`src/rtl/dino_game_ctrl.sv`:
```
// -----------------------------------------------------------------------------
// dino_game_ctrl
//
// Game-flow controller for the dino runner. It sequences IDLE -> RUN -> OVER,
// keeps the running score, forwards jump requests to the jump unit, paces
// obstacle spawns with a pseudo-random interval and detects game-ending
// collisions.
//
// Parameters
//   SPAWN_BASE : minimum number of cycles between obstacle spawns
//   CLEAR_H    : dino_y at or above this height clears an obstacle
//   OVER_HOLD  : cycles spent in OVER before a restart is accepted
//   SCORE_MAX  : score saturation value
//
// Ports
//   clk_16Hz  in   game tick clock (the only clock)
//   rst       in   synchronous active-high reset
//   start_btn in   start/restart button, level, already debounced
//   up_btn    in   jump button, level
//   collide   in   obstacle overlaps the dino column this cycle
//   dino_y    in   [6:0] current dino height from the jump unit
//   freeze    out  freeze for the jump unit and the scroller
//   up_req    out  jump request forwarded to the jump unit
//   spawn     out  one-cycle obstacle spawn pulse
//   score     out  [13:0] current score, binary
//   state     out  [1:0] game state: IDLE=0, RUN=1, OVER=2
//   hi_score  out  [13:0] best score so far (only with DINO_HIGH_SCORE_EN)
//
// Build option
//   DINO_HIGH_SCORE_EN : when defined, adds the hi_score output and its
//                        register. Left undefined, the block has no
//                        high-score logic at all.
//
// All outputs come straight from flops.
// -----------------------------------------------------------------------------
module dino_game_ctrl #(
    parameter int SPAWN_BASE = 24,
    parameter int CLEAR_H    = 12,
    parameter int OVER_HOLD  = 16,
    parameter int SCORE_MAX  = 9999
) (
    input  logic        clk_16Hz,
    input  logic        rst,
    input  logic        start_btn,
    input  logic        up_btn,
    input  logic        collide,
    input  logic [6:0]  dino_y,
    output logic        freeze,
    output logic        up_req,
    output logic        spawn,
    output logic [13:0] score,
    output logic [1:0]  state
`ifdef DINO_HIGH_SCORE_EN
    ,
    output logic [13:0] hi_score
`endif
);

    // -------------------------------------------------------------------------
    // Constants sized to the signals they are compared against
    // -------------------------------------------------------------------------
    localparam int          DWELL_W      = $clog2(OVER_HOLD + 1);
    localparam logic [6:0]  CLEAR_H_V    = 7'(CLEAR_H);
    localparam logic [13:0] SCORE_MAX_V  = 14'(SCORE_MAX);
    localparam logic [5:0]  SPAWN_BASE_V = 6'(SPAWN_BASE);
    localparam logic [DWELL_W-1:0] OVER_HOLD_V = DWELL_W'(OVER_HOLD);
    localparam logic [7:0]  LFSR_SEED    = 8'hA5;

    typedef enum logic [1:0] {
        ST_IDLE = 2'd0,
        ST_RUN  = 2'd1,
        ST_OVER = 2'd2
    } state_t;

    // -------------------------------------------------------------------------
    // State and output registers
    // -------------------------------------------------------------------------
    state_t               state_q,       state_d;
    logic                 freeze_q,      freeze_d;
    logic                 up_req_q,      up_req_d;
    logic                 spawn_q,       spawn_d;
    logic [13:0]          score_q,       score_d;
    logic                 start_prev_q,  start_prev_d;
    logic [DWELL_W-1:0]   dwell_q,       dwell_d;
    logic [5:0]           spawn_cnt_q,   spawn_cnt_d;
    logic [7:0]           lfsr_q,        lfsr_d;
`ifdef DINO_HIGH_SCORE_EN
    logic [13:0]          hi_score_q,    hi_score_d;
`endif

    // -------------------------------------------------------------------------
    // Helper terms
    // -------------------------------------------------------------------------
    logic       start_rise;
    logic       hit;
    logic       lfsr_fb;
    logic [5:0] spawn_load;
    logic [13:0] score_inc;

    // Fibonacci LFSR, taps 8,6,5,4 (bits 7,5,4,3). The polynomial is
    // maximal-length, so from a nonzero seed it never reaches zero; the
    // zero check is a guard against upset state only.
    always_comb begin
        lfsr_fb = lfsr_q[7] ^ lfsr_q[5] ^ lfsr_q[4] ^ lfsr_q[3];
        lfsr_d  = {lfsr_q[6:0], lfsr_fb};
        if (lfsr_d == 8'h00) begin
            lfsr_d = LFSR_SEED;
        end
    end

    always_comb begin
        start_rise = start_btn & ~start_prev_q;
        // Only low obstacles are dangerous; a high enough dino clears them.
        hit        = collide && (dino_y < CLEAR_H_V);
        // Interval is SPAWN_BASE plus 0..15 cycles of jitter.
        spawn_load = SPAWN_BASE_V + {2'b00, lfsr_q[3:0]};
        score_inc  = (score_q >= SCORE_MAX_V) ? SCORE_MAX_V : (score_q + 14'd1);
    end

    // -------------------------------------------------------------------------
    // Next-state logic
    // -------------------------------------------------------------------------
    always_comb begin
        state_d      = state_q;
        freeze_d     = freeze_q;
        up_req_d     = 1'b0;
        spawn_d      = 1'b0;
        score_d      = score_q;
        start_prev_d = start_btn;
        dwell_d      = dwell_q;
        spawn_cnt_d  = spawn_cnt_q;
`ifdef DINO_HIGH_SCORE_EN
        hi_score_d   = hi_score_q;
`endif

        case (state_q)
            ST_IDLE: begin
                freeze_d = 1'b1;
                if (start_rise) begin
                    state_d     = ST_RUN;
                    freeze_d    = 1'b0;
                    score_d     = 14'd0;
                    spawn_cnt_d = spawn_load;
                end
            end

            ST_RUN: begin
                freeze_d = 1'b0;
                up_req_d = up_btn;
                if (hit) begin
                    // Collision beats a same-cycle spawn: no pulse, no
                    // reload, and the score stops where it is.
                    state_d  = ST_OVER;
                    freeze_d = 1'b1;
                    up_req_d = 1'b0;
                    dwell_d  = '0;
`ifdef DINO_HIGH_SCORE_EN
                    if (score_q > hi_score_q) begin
                        hi_score_d = score_q;
                    end
`endif
                end else begin
                    score_d = score_inc;
                    // The spawn pulse is registered, so it is raised on the
                    // edge where the count steps down to zero; the pulse
                    // therefore occupies the counter's zero cycle, and the
                    // reload happens on that same edge. A count already at
                    // zero (only possible after upset) also fires.
                    if (spawn_cnt_q <= 6'd1) begin
                        spawn_d     = 1'b1;
                        spawn_cnt_d = spawn_load;
                    end else begin
                        spawn_cnt_d = spawn_cnt_q - 6'd1;
                    end
                end
            end

            ST_OVER: begin
                freeze_d = 1'b1;
                if (dwell_q < OVER_HOLD_V) begin
                    // Still dwelling: restart presses are swallowed.
                    dwell_d = dwell_q + DWELL_W'(1);
                end else if (start_rise) begin
                    state_d     = ST_RUN;
                    freeze_d    = 1'b0;
                    score_d     = 14'd0;
                    spawn_cnt_d = spawn_load;
                    dwell_d     = '0;
                end
            end

            default: begin
                // Encoding 3 is never entered legally; recover to IDLE.
                state_d  = ST_IDLE;
                freeze_d = 1'b1;
            end
        endcase
    end

    // -------------------------------------------------------------------------
    // Registers (reset overrides every same-cycle event)
    // -------------------------------------------------------------------------
    always_ff @(posedge clk_16Hz) begin
        if (rst) begin
            state_q      <= ST_IDLE;
            freeze_q     <= 1'b1;
            up_req_q     <= 1'b0;
            spawn_q      <= 1'b0;
            score_q      <= 14'd0;
            start_prev_q <= 1'b0;
            dwell_q      <= '0;
            spawn_cnt_q  <= 6'd0;
            lfsr_q       <= LFSR_SEED;
`ifdef DINO_HIGH_SCORE_EN
            hi_score_q   <= 14'd0;
`endif
        end else begin
            state_q      <= state_d;
            freeze_q     <= freeze_d;
            up_req_q     <= up_req_d;
            spawn_q      <= spawn_d;
            score_q      <= score_d;
            start_prev_q <= start_prev_d;
            dwell_q      <= dwell_d;
            spawn_cnt_q  <= spawn_cnt_d;
            lfsr_q       <= lfsr_d;
`ifdef DINO_HIGH_SCORE_EN
            hi_score_q   <= hi_score_d;
`endif
        end
    end

    // -------------------------------------------------------------------------
    // Outputs
    // -------------------------------------------------------------------------
    assign freeze = freeze_q;
    assign up_req = up_req_q;
    assign spawn  = spawn_q;
    assign score  = score_q;
    assign state  = state_q;
`ifdef DINO_HIGH_SCORE_EN
    assign hi_score = hi_score_q;
`endif

endmodule

```
`config.mk`:
```
export PLATFORM = sky130hd
export DESIGN_NAME = dino_game_ctrl
export DESIGN_NICKNAME = d
export VERILOG_FILES = /design/src/rtl/dino_game_ctrl.sv
export SDC_FILE = /design/constraint.sdc
export NUM_CORES = 1
export LEC_CHECK = 0
export CAP_MARGIN = 20
export CORE_MARGIN = 3
export CORE_UTILIZATION = 42
export CTS_CLUSTER_SIZE = 40
export DETAILED_ROUTE_END_ITERATION = 8
export PLACE_DENSITY = 0.65
export SKIP_LAST_GASP = 1
export SLEW_MARGIN = 10
export SYNTH_ARGS = -nofsm -noshare
export SYNTH_HDL_FRONTEND = slang
export SYNTH_SLANG_ARGS = --single-unit
```
`constraint.sdc`:
```
create_clock -name clk_16Hz -period 3 [get_ports clk_16Hz]
set_input_delay 0.75 -clock clk_16Hz [delete_from_list [all_inputs] [get_ports clk_16Hz]]
set_output_delay 0.75 -clock clk_16Hz [all_outputs]
set_load 0.01 [all_outputs]
```
==> results.yml <==
run_status:
  run_status: "finished, final reports clean"
synth:
  synth.lib_cells_used.distinct: 51
  postSynthCellCount: 229
  synth_fp_nets: 245
  yosys-top-cells-area: "dfxtp_1 41%, a21oi_1 5.2%, nand2_1 4.1%, nand3_1 3.9%, nand4_1 2.9%"
  syn-mean-instance-area_um2: 8.35
  postSynthRegisterBits: 39
  synth_edf_count: 0
  synth_area_um2: 1910
  synth_largest_area_cell: "dfxtp_1"
  synth_async_sr_flop_share: 0
  synth_warnings: 0
  sequential_to_total_area_share_from_yosys_stat: 0.408
  synth_top_area_share: 0.408
  ys_dominant_reg_cell: "dfxtp_1"
worst_setup_path:
  critPathLaunchType: "primary input"
  crit_path_start: "dino_y[6]"
  required_ns: 3.18
  worstPathMaxFanout: 5
  cp_data_arrival_time_ns: 2.66
  critical_path_start_end_classification: "in2reg"
  end_kind: "flip-flop"
  critical_path.reg2reg.startpoint: "score[0]"
route:
  drc: 0
  final_ant_viol_nets: 0
  detailroute.via_count: 1801
  avgRoutedWirePerCell_um: 14.1
  drtIter0Drc: 138
  drt-total-wl_mm: 4.42
  viasPerCell: 5.74
  first_pass_iters: 5
sta:
  final_worst_clock_skew_ns: 0.00289
  worst_slew_pin_slew_ns: 0.590
  worst_slew_margin: 0.604
  fmaxAchievable_mhz: 404
  layout_setup_ws_ns: 0.524
  post-route-min-period_ns: 2.48
  setup_repair_after_global_routing_missed_its_margin: "false"
  total_neg_setup_slack_ns: 0
  timing.final.crit_share: 0.825
  finalSetupViolations: 0
  number_of_pins_exceeding_their_max_slew_limit_in_the_final_report: 0
  hold_violation_total_from_the_final_report: 0
pwr:
  ir_drop_v: 0.000249
  total_power_of_the_final_layout_w: 0.00113
  leakage_power_of_the_design_nw: 0.859
  powerDensity_nw_per_um2: 479
final_layout:
  n_fill_cell: 394
  layout.core_utilization: 0.560
  final_layout_size_suffix_gt1_frac: 0.0833
  ff_latch_area_um2: 781
  design.final.nets: 279
  multiInputGateArea_um2: 1040
  synthToLayoutAreaGrowth_pct: 23.0
  antenna_cells_inserted: 0
die:
  core_region_area_um2: 4200
  area_enclosed_by_the_die_boundary_um2: 5400
  fp.dieH_um: 73.5
  row_count: 23
  floorplan.initialDensity: 0.455
  dieWidth_um: 73.5
  ios: 31
clock_network:
  max-clock-path-buffers: 2
  cts_max_level: 2
  worst_skew_pair_later_pin_latency_ns: 0.29
  ctsHoldBuffers: 0
  ctsRootBufferMaster: "clkbuf_8"
  post-cts-setup-buffers: 0
  tritoncts.num_buffers: 5
  clkTransAtPathRegs_ns: 0.07
  cts_tree: "done"
  post_cts.resized_instances: 0
  count_of_clock_tree_sinks: 39
grt:
  first_pass_grt_wire_length_mm: 7.38
  grt_antenna_before_repair: 0
  grt_usage: 0.174
  via_count_of_the_first_global_routing_pass: 1606
  gr_ovfl_total: 0
  grt_max_degree: 26
place:
  placement.io_buffers: 28
  place.detailed.hpwl_mm: 3.06
  dpl_worst_slack_ns: 0.226
  final_weighted_congestion_in_routability_driven_placement: 0.875
run:
  drv.max_cap_violation_count: 0
hold_path:
  hp-class: "reg2reg"
  min-delay-start: "lfsr_q[6]"
==> area by class of cell <==
| type | count | area share |
|---|---|---|
| Clock inverter | 1 | 0.00213 |
| Timing Repair Buffer | 36 | 0.149 |
| Tap cell | 50 | 0.0266 |
| Inverter | 9 | 0.0144 |
| Clock buffer | 7 | 0.0324 |
| Multi-Input combinational cell | 172 | 0.444 |
| Sequential cell | 39 | 0.332 |
==> power by group <==
| part | leakage [nW] | switching, W | internal [W] | total [W] |
|---|---|---|---|---|
| combinational | 0.498 | 0.000114 | 0.0000954 | 0.000209 |
| clock | 0.0422 | 0.000181 | 0.000163 | 0.000344 |
| sequential | 0.319 | 0.0000267 | 0.000546 | 0.000572 |
==> stage by stage <==
stage | instance area (um2) | hold slack (ns) | instances
after floorplan | 1910 | 0.412 | 229
after global placement | 2270 | 0.419 | 305
after detailed placement | 2270 | 0.424 | 305
after CTS | 2350 | 0.444 | 313
after global routing | 2350 | 0.467 | 314
final | 2350 | 0.443 | 314
==> path summary, 6_finish.rpt <==
| kind | to | slack [ns] | cells after the start |
|---|---|---|---|
| setup / recovery | spawn_cnt_q[5] | 0.52 | 8 |
| hold / removal | lfsr_q[7] | 0.44 | 1 |
| setup reg to reg | score[5] | 0.98 | 7 |
| hold reg to reg | lfsr_q[7] | 0.44 | 1 |
==> per-layer routing <==
metal	vias up	GRT usage	routed length [um]
met4	0	0.0704	65
met3	7	0.0506	284
li1	909	-	-
met1	815	0.246	2220
met2	70	0.247	1840
met5	-	0	0
==> flip-flops by register name, indices dropped and copies added, names as in the netlist, 2 cells and up <==
name / count
dwell_q: 5
spawn_cnt_q: 6
state: 2
score: 14
lfsr_q: 8
==> critical path, stage by stage <==
cell             delay [ns]
clkdlybuf4s50_1        0.40
or4b_4                 0.53
o21a_1                 0.23
or2_1                  0.25
buf_4                  0.18
nand2_8                0.08
inv_2                  0.04
a32o_1                 0.19
==> placed cells by master (no fill, tap or decap), types with 8 or more instances in the layout <==
| cell | instances |
|---|---|
| nor3_1 | 10 |
| nand3_1 | 15 |
| o21ai_0 | 8 |
| nand2_1 | 21 |
| a21oi_1 | 20 |
| dfxtp_1 | 39 |
| clkdlybuf4s50_1 | 28 |
| inv_1 | 8 |
| nor2b_1 | 8 |
| nor2_1 | 15 |
| nand4_1 | 9 |
==> cells by family after synthesis <==
kind of cell | after synthesis | share of synthesized area
muxes | 1 | 0.00589
AOI/OAI and AO/OA | 61 | 0.209
buffers and inverters | 18 | 0.0458
xor gates and xnor gates | 3 | 0.0137
and+or+nand+nor | 103 | 0.291
DFF | 39 | 0.408
adders and majority gates | 4 | 0.0262
==> cells in the mapped netlist (2+ instances only) <==
master and instances:
dfxtp_1 39, nand2_1 21, a21oi_1 20, nand3_1 15
nor2_1 15, nor3_1 10, nand4_1 9, inv_1 8
nor2b_1 8, o21ai_0 8, nand2b_1 7, clkbuf_1 5
nor4_1 5, o21a_1 5, ha_1 4, a211oi_1 3
a22oi_1 3, a311oi_1 2, a31oi_1 2, and3_1 2
buf_6 2, nand4b_1 2, o22ai_1 2, o2bb2ai_1 2
o31a_1 2, o32ai_1 2, xor2_1 2
No activity file was read; power rests on OpenSTA's default activity.
